**config.mk**
```make
export PLATFORM = sky130hd
export DESIGN_NAME = alu_cmd_sequencer_flat
export DESIGN_NICKNAME = d
export VERILOG_FILES = /design/src/rtl/alu_cmd_sequencer_pkg.sv /design/src/rtl/alu_cmd_sequencer_if.sv /design/src/rtl/alu_cmd_sequencer_regfile.sv /design/src/rtl/alu_cmd_sequencer.sv /design/src/flat_wrapper.sv
export SDC_FILE = /design/constraint.sdc
export NUM_CORES = 1
export LEC_CHECK = 0
export CAP_MARGIN = 20
export CORE_AREA = 4 4 112 92
export DETAILED_ROUTE_END_ITERATION = 10
export DIE_AREA = 0 0 116 96
export PLACE_DENSITY = 0.95
export SLEW_MARGIN = 20
export SYNTH_ARGS = -nofsm -noshare
export SYNTH_HDL_FRONTEND = slang
export SYNTH_SLANG_ARGS = --single-unit
export TNS_END_PERCENT = 30
```
**constraint.sdc**
```tcl
create_clock -name clk -period 5.35 [get_ports clk]
set_clock_uncertainty 0.1 [all_clocks]
set_input_delay 1.07 -clock clk [delete_from_list [all_inputs] [get_ports clk]]
set_output_delay 1.07 -clock clk [all_outputs]
set_load 0.02 [all_outputs]
```
**src/rtl/alu_cmd_sequencer_pkg.sv**
```systemverilog
// Shared constants for the ALU command sequencer: opcode encodings,
// sequencer state encoding and datapath widths.
package alu_pkg;

   localparam int REG_AW = 3;
   localparam int DATA_W = 8;

   localparam logic [2:0] ALU_ADD = 3'd0;
   localparam logic [2:0] ALU_SUB = 3'd1;
   localparam logic [2:0] ALU_AND = 3'd2;
   localparam logic [2:0] ALU_OR  = 3'd3;
   localparam logic [2:0] ALU_XOR = 3'd4;
   localparam logic [2:0] ALU_NOT = 3'd5;
   localparam logic [2:0] ALU_SHL = 3'd6;
   localparam logic [2:0] ALU_SHR = 3'd7;

   typedef enum logic [1:0] {
      IDLE = 2'd0,
      EXEC = 2'd1,
      RESP = 2'd2
   } state_t;

endpackage

```
**src/rtl/alu_cmd_sequencer_if.sv**
```systemverilog
// Command, load, response and ALU-side signals of the sequencer.
// The slave modport is the sequencer; master is the controlling side.
interface alu_cmd_sequencer_if #(
   parameter int CNT_W = 16
);
   import alu_pkg::*;

   logic              cmd_valid;
   logic              cmd_ready;
   logic [2:0]        cmd_op;
   logic [REG_AW-1:0] cmd_rs1;
   logic [REG_AW-1:0] cmd_rs2;
   logic [REG_AW-1:0] cmd_rd;
   logic              cmd_wr_en;

   logic              ld_valid;
   logic              ld_ready;
   logic [REG_AW-1:0] ld_addr;
   logic [DATA_W-1:0] ld_data;

   logic [DATA_W-1:0] ALU_A;
   logic [DATA_W-1:0] ALU_B;
   logic [2:0]        ALU_Sel;
   logic [DATA_W-1:0] ALU_Out;
   logic              ALU_Zero;

   logic              rsp_valid;
   logic              rsp_ready;
   logic [DATA_W-1:0] rsp_data;
   logic              rsp_zero;

   logic [CNT_W-1:0]  op_count;
   logic              busy;

   modport slave (
      input  cmd_valid, cmd_op, cmd_rs1, cmd_rs2, cmd_rd, cmd_wr_en,
      output cmd_ready,
      input  ld_valid, ld_addr, ld_data,
      output ld_ready,
      output ALU_A, ALU_B, ALU_Sel,
      input  ALU_Out, ALU_Zero,
      output rsp_valid, rsp_data, rsp_zero,
      input  rsp_ready,
      output op_count, busy
   );

   modport master (
      output cmd_valid, cmd_op, cmd_rs1, cmd_rs2, cmd_rd, cmd_wr_en,
      input  cmd_ready,
      output ld_valid, ld_addr, ld_data,
      input  ld_ready,
      input  ALU_A, ALU_B, ALU_Sel,
      output ALU_Out, ALU_Zero,
      input  rsp_valid, rsp_data, rsp_zero,
      output rsp_ready,
      input  op_count, busy
   );

endinterface

```
**src/rtl/alu_cmd_sequencer_regfile.sv**
```systemverilog
// Register file with two asynchronous read ports and one write port;
// every entry clears on reset so it is built from flops.
module alu_regfile
   import alu_pkg::*;
#(
   parameter int NUM_REGS = 8
) (
   input  logic              clk,
   input  logic              rst,
   input  logic              we,
   input  logic [REG_AW-1:0] waddr,
   input  logic [DATA_W-1:0] wdata,
   input  logic [REG_AW-1:0] raddr_a,
   output logic [DATA_W-1:0] rdata_a,
   input  logic [REG_AW-1:0] raddr_b,
   output logic [DATA_W-1:0] rdata_b
);

   logic [DATA_W-1:0] regs_q [NUM_REGS];

   for (genvar gi = 0; gi < NUM_REGS; gi++) begin : g_reg
      always_ff @(posedge clk or posedge rst) begin
         if (rst) begin
            regs_q[gi] <= '0;
         end else if (we && (waddr == REG_AW'(gi))) begin
            regs_q[gi] <= wdata;
         end
      end
   end

   assign rdata_a = regs_q[raddr_a];
   assign rdata_b = regs_q[raddr_b];

endmodule

```
**src/rtl/alu_cmd_sequencer.sv**
```systemverilog
// Accepts ALU commands, feeds register operands to an external ALU for one
// cycle, captures the result, optionally writes it back and returns it.
module alu_cmd_sequencer
   import alu_pkg::*;
#(
   parameter int NUM_REGS = 8,
   parameter int CNT_W    = 16
) (
   input  logic                clk,
   input  logic                rst,
   alu_cmd_sequencer_if.slave  bus
);

   state_t            state_q, state_d;
   logic [2:0]        op_q;
   logic [REG_AW-1:0] rs1_q, rs2_q, rd_q;
   logic              wr_en_q;
   logic [DATA_W-1:0] rsp_data_q;
   logic              rsp_zero_q;
   logic [CNT_W-1:0]  op_count_q;

   logic              rf_we;
   logic [REG_AW-1:0] rf_waddr;
   logic [DATA_W-1:0] rf_wdata;
   logic [DATA_W-1:0] rf_rdata_a, rf_rdata_b;

   logic cmd_fire, rsp_fire;

   assign cmd_fire = (state_q == IDLE) && bus.cmd_valid;
   assign rsp_fire = (state_q == RESP) && bus.rsp_ready;

   alu_regfile #(.NUM_REGS(NUM_REGS)) u_regfile (
      .clk     (clk),
      .rst     (rst),
      .we      (rf_we),
      .waddr   (rf_waddr),
      .wdata   (rf_wdata),
      .raddr_a (rs1_q),
      .rdata_a (rf_rdata_a),
      .raddr_b (rs2_q),
      .rdata_b (rf_rdata_b)
   );

   // Loads only happen in IDLE and write-back only in EXEC, so one write port suffices.
   always_comb begin
      state_d     = state_q;
      bus.cmd_ready = 1'b0;
      bus.ld_ready  = 1'b0;
      bus.ALU_A     = '0;
      bus.ALU_B     = '0;
      bus.ALU_Sel   = '0;
      rf_we       = 1'b0;
      rf_waddr    = bus.ld_addr;
      rf_wdata    = bus.ld_data;
      case (state_q)
         IDLE: begin
            bus.cmd_ready = 1'b1;
            bus.ld_ready  = 1'b1;
            rf_we         = bus.ld_valid;
            if (bus.cmd_valid) begin
               state_d = EXEC;
            end
         end
         EXEC: begin
            bus.ALU_A   = rf_rdata_a;
            bus.ALU_B   = rf_rdata_b;
            bus.ALU_Sel = op_q;
            rf_we       = wr_en_q;
            rf_waddr    = rd_q;
            rf_wdata    = bus.ALU_Out;
            state_d     = RESP;
         end
         RESP: begin
            if (bus.rsp_ready) begin
               state_d = IDLE;
            end
         end
         default: state_d = IDLE;
      endcase
   end

   always_ff @(posedge clk or posedge rst) begin
      if (rst) begin
         state_q    <= IDLE;
         op_q       <= '0;
         rs1_q      <= '0;
         rs2_q      <= '0;
         rd_q       <= '0;
         wr_en_q    <= 1'b0;
         rsp_data_q <= '0;
         rsp_zero_q <= 1'b0;
         op_count_q <= '0;
      end else begin
         state_q <= state_d;
         if (cmd_fire) begin
            op_q    <= bus.cmd_op;
            rs1_q   <= bus.cmd_rs1;
            rs2_q   <= bus.cmd_rs2;
            rd_q    <= bus.cmd_rd;
            wr_en_q <= bus.cmd_wr_en;
         end
         if (state_q == EXEC) begin
            rsp_data_q <= bus.ALU_Out;
            rsp_zero_q <= bus.ALU_Zero;
         end
         if (rsp_fire) begin
            op_count_q <= op_count_q + 1'b1;
         end
      end
   end

   assign bus.rsp_valid = (state_q == RESP);
   assign bus.busy      = (state_q != IDLE);
   assign bus.rsp_data  = rsp_data_q;
   assign bus.rsp_zero  = rsp_zero_q;
   assign bus.op_count  = op_count_q;

endmodule

```
**src/flat_wrapper.sv**
```systemverilog
// flat-port wrapper written by rule: the top's interface ports become plain ports
module alu_cmd_sequencer_flat import alu_pkg::*;
#(
   parameter int NUM_REGS = 8,
   parameter int CNT_W    = 16
)
  (clk, rst, bus_cmd_valid, bus_cmd_op, bus_cmd_rs1, bus_cmd_rs2, bus_cmd_rd, bus_cmd_wr_en, bus_cmd_ready, bus_ld_valid, bus_ld_addr, bus_ld_data, bus_ld_ready, bus_ALU_A, bus_ALU_B, bus_ALU_Sel, bus_ALU_Out, bus_ALU_Zero, bus_rsp_valid, bus_rsp_data, bus_rsp_zero, bus_rsp_ready, bus_op_count, bus_busy);
  alu_cmd_sequencer_if #(.CNT_W(CNT_W)) bus_i ();
  input  logic clk;
  input  logic rst;
  input wire logic [$bits(bus_i.cmd_valid)-1:0] bus_cmd_valid;
  input wire logic [$bits(bus_i.cmd_op)-1:0] bus_cmd_op;
  input wire logic [$bits(bus_i.cmd_rs1)-1:0] bus_cmd_rs1;
  input wire logic [$bits(bus_i.cmd_rs2)-1:0] bus_cmd_rs2;
  input wire logic [$bits(bus_i.cmd_rd)-1:0] bus_cmd_rd;
  input wire logic [$bits(bus_i.cmd_wr_en)-1:0] bus_cmd_wr_en;
  output wire logic [$bits(bus_i.cmd_ready)-1:0] bus_cmd_ready;
  input wire logic [$bits(bus_i.ld_valid)-1:0] bus_ld_valid;
  input wire logic [$bits(bus_i.ld_addr)-1:0] bus_ld_addr;
  input wire logic [$bits(bus_i.ld_data)-1:0] bus_ld_data;
  output wire logic [$bits(bus_i.ld_ready)-1:0] bus_ld_ready;
  output wire logic [$bits(bus_i.ALU_A)-1:0] bus_ALU_A;
  output wire logic [$bits(bus_i.ALU_B)-1:0] bus_ALU_B;
  output wire logic [$bits(bus_i.ALU_Sel)-1:0] bus_ALU_Sel;
  input wire logic [$bits(bus_i.ALU_Out)-1:0] bus_ALU_Out;
  input wire logic [$bits(bus_i.ALU_Zero)-1:0] bus_ALU_Zero;
  output wire logic [$bits(bus_i.rsp_valid)-1:0] bus_rsp_valid;
  output wire logic [$bits(bus_i.rsp_data)-1:0] bus_rsp_data;
  output wire logic [$bits(bus_i.rsp_zero)-1:0] bus_rsp_zero;
  input wire logic [$bits(bus_i.rsp_ready)-1:0] bus_rsp_ready;
  output wire logic [$bits(bus_i.op_count)-1:0] bus_op_count;
  output wire logic [$bits(bus_i.busy)-1:0] bus_busy;
  assign bus_i.cmd_valid = bus_cmd_valid;
  assign bus_i.cmd_op = bus_cmd_op;
  assign bus_i.cmd_rs1 = bus_cmd_rs1;
  assign bus_i.cmd_rs2 = bus_cmd_rs2;
  assign bus_i.cmd_rd = bus_cmd_rd;
  assign bus_i.cmd_wr_en = bus_cmd_wr_en;
  assign bus_cmd_ready = bus_i.cmd_ready;
  assign bus_i.ld_valid = bus_ld_valid;
  assign bus_i.ld_addr = bus_ld_addr;
  assign bus_i.ld_data = bus_ld_data;
  assign bus_ld_ready = bus_i.ld_ready;
  assign bus_ALU_A = bus_i.ALU_A;
  assign bus_ALU_B = bus_i.ALU_B;
  assign bus_ALU_Sel = bus_i.ALU_Sel;
  assign bus_i.ALU_Out = bus_ALU_Out;
  assign bus_i.ALU_Zero = bus_ALU_Zero;
  assign bus_rsp_valid = bus_i.rsp_valid;
  assign bus_rsp_data = bus_i.rsp_data;
  assign bus_rsp_zero = bus_i.rsp_zero;
  assign bus_i.rsp_ready = bus_rsp_ready;
  assign bus_op_count = bus_i.op_count;
  assign bus_busy = bus_i.busy;
  alu_cmd_sequencer #(.NUM_REGS(NUM_REGS), .CNT_W(CNT_W)) u_core (.clk(clk), .rst(rst), .bus(bus_i));
endmodule
```
==> reports/metrics.csv <==
stage;metric;value;unit
outcome;outcome;completed;
pwr;Pwr Total;3.95;mW
worst_setup_path;worst path arrival time;2470;ps
routing;Initial DRC Count;241;
global_routing;initial antenna violation count;0;
timing;measured slew at the worst slew-check pin;1010;ps
synth;top_reg_cell synth;dfrtp_1;
worst_setup_path;CP Launch Type;flop;
placement;IO Port Bufs;85;
timing;Setup-failing EPs final;0;
floorplanning;die height;96;um
synth;syn_nets;428;
worst_setup_path;R2R depth;5;
timing;Slew Viols, Final;0;
finish;fill count;593;
routing;drt pass-1 iters;4;
synth;Post-synth ARST share;1.00;
worst_setup_path;register-to-register setup slack;2420;ps
synth;Post-synth EDFFs;0;
global_routing;global-route wire length before repair;20100;um
clock_tree;Worst-Skew Late Latency;340;ps
routing;DR vias/cell;6.01;
pwr;worst vdd rail ir drop;339;uV
timing;RSZ-0062 raised after global routing;no;
clock_tree;cts hold-fix bufs;0;
placement;gpl congestion;0.771;
timing;Peak Freq;275;MHz
worst_setup_path;Req. time, crit path;4180;ps
pwr;leakage;2.76;nW
worst_setup_path;crit path max fanout;17;
routing;vias after detailed routing;3506;
synth;top cell type by total area after synthesis;dfrtp_1;
worst_setup_path;critical path's slowest cell;dfrtp_1;
worst_setup_path;crit path from;u_core.rs2_q[1]$_DFFE_PP0P_;
worst_hold_path;hold worst-path end;u_core.bus.op_count[15]$_DFFE_PP0P_;
global_routing;pin count of the biggest net entering global routing;67;
clock_tree;Root Buffer;clkbuf_16;
floorplanning;Die ar.;11100;um^2
worst_setup_path;reg2reg start;u_core.state_q[1]$_DFFE_PP0P_;
worst_hold_path;Worst Hold Class;flop to flop;
floorplanning;row cnt;31;
clock_tree;total CTS buffers;9;
pwr;Power Density;611;nW/um^2
global_routing;vias in the first global route;3807;
flow_run;Max Cap Viol;0;
worst_hold_path;hold_sp;u_core.bus.op_count[15]$_DFFE_PP0P_;
timing;final hold vios;0;
synth;Yosys top cell area share;0.497;
floorplanning;Starting Density;0.577;
clock_tree;Clock Sinks;104;
floorplanning;Die Width;116;um
worst_hold_path;WHS Path Cells;1;
placement;DP Area;6130;um^2
finish;commonest non-fill, non-tap cells in the layout;dfrtp_1, clkdlybuf4s50_1, mux2_2;
timing;Fin Setup TNS;0;ps
global_routing;grt total ovfl;0;
routing;DRC viols;0;
worst_setup_path;CP Capture Type;primary output;
clock_tree;H-tree levels;3;
global_routing;Global Route Usage Sum;0.238;
finish;Layout Nets;503;
synth;Mean Syn Cell Area;13.5;um^2
floorplanning;io pins;86;
worst_setup_path;Reg-to-Reg End;u_core.u_regfile.regs_q[26]$_DFFE_PP0P_;
routing;DRT antenna net count;0;
worst_setup_path;Max stage delay on crit path;930;ps
finish;FF/Latch Area;2610;um^2
worst_setup_path;Top Family by Delay on Critical Path;flip-flops;
finish;area taken by multi-input logic gates;2490;um^2
clock_tree;CTS clk-pin slew, worst paths;70;ps
worst_setup_path;worst-path cell chain;mux4_2 > mux2i_1 > nor2_1 > clkdlybuf4s50_1;
finish;P&R area growth vs syn;23.5;%
timing;fin crit period;3640;ps
placement;DP HPWL;8160;um
synth;count of state elements after synthesis;104;
finish;commonest non-fill, non-tap cell in the layout;dfrtp_1;
timing;final period utilization;0.681;
synth;Yosys cell types;38;
synth;Synth Instances;389;
timing;worst relative slew slack;0.328;
synth;dominant cells by area after synthesis;dfrtp_1, mux2_2, mux4_2;
synth;Synth Cell Area;5240;um^2
clock_tree;CTS max path bufs;2;
worst_setup_path;Crit Path Class;flop to primary output;
finish;fin area;6470;um^2
routing;Wirelength per Cell;21.2;um
floorplanning;core area;9080;um^2
synth;Seq/Total Area, Yosys;0.497;
routing;routed wire length;12400;um
clock_tree;post-cts resize count;0;
clock_tree;Post-CTS Setup Bufs;0;
finish;ant diodes;0;
finish;layout cells sized above 1;0.293;
worst_setup_path;WP buf/inv;1;
timing;tightest hold margin;381;ps
clock_tree;CTS tree;built;
synth;Yosys warning total;0;
finish;final core occ;0.713;
## metrics by stage
stage	cells	worst slack (ps)
global placement	568	1740
global route	583	1570
finish	583	1710
CTS	583	1320
floorplan	389	1450
detailed placement	568	1690
## layout make-up
type / instances / share of cell area
clock inverters: 5 / 0.0164
clock buffers: 10 / 0.0354
well taps: 115 / 0.0222
repair buffers: 87 / 0.134
multi-input cells: 256 / 0.385
flip-flops and latches: 104 / 0.403
inverters: 6 / 0.00387
## kinds of logic (layout without fill, tap and decap cells)
family                   after synthesis  after routing  share of synthesized area
multiplexers                         126            126                      0.336
AND/OR/NAND/NOR                      107            107                     0.0991
flip-flops                           104            104                      0.497
buffers and inverters                 29            108                     0.0272
XOR/XNOR                              15             15                     0.0251
AO/OA/AOI/OAI                          7              7                     0.0134
adder cells (fa/ha/maj)                1              1                    0.00239
## where the power goes
part           total [mW]  internal, mW  switching, mW
Clock               0.741         0.456          0.285
Sequential           1.57          1.13          0.442
Combinational        1.64         0.993          0.650
## cells in the mapped netlist, types with 3 or more instances
master	count
nor2_1	18
xnor2_1	13
and2_1	5
mux4_2	32
inv_1	6
nand4_1	3
buf_4	4
dfrtp_1	104
nand2_2	3
mux2_2	76
buf_2	9
clkbuf_1	7
nor2b_1	3
mux2i_1	16
nand3_1	9
nand2_1	51
o31ai_2	3
## worst max-delay path by stage
stage	to	depth (start not counted)
detailed placement	bus_ALU_B[2]	4
CTS	bus_ALU_B[2]	4
global route	bus_ALU_B[3]	4
finish	bus_ALU_B[3]	4
floorplan	u_core.bus.op_count[0]$_DFFE_PP0P_	1
global placement	bus_ALU_B[3]	4
## state kept, by name, summed over array words and instances, names as in the netlist, 2 cells and up
signal                   cells
u_core.rs1_q                 3
u_core.rs2_q                 3
u_core.rd_q                  3
u_core.op_q                  3
u_core.bus.op_count         16
u_core.bus.rsp_data          8
u_core.state_q               2
u_core.u_regfile.regs_q     64
## metal layers
metal,track usage,part of all wire,up-vias
met3,0.0710,0.083,18
met2,0.412,0.52,138
met5,0,0,-
li1,-,-,1546
met4,0.0570,0.014,0
met1,0.299,0.39,1804
## worst register-to-register path: stages (launching register included)
cell and delay [ps]:
dfrtp_1 600, nand2b_1 300, buf_4 380, a31oi_1 200
nor2b_1 800, mux2_2 430
Note: power is estimated with default switching activity, not from simulation.
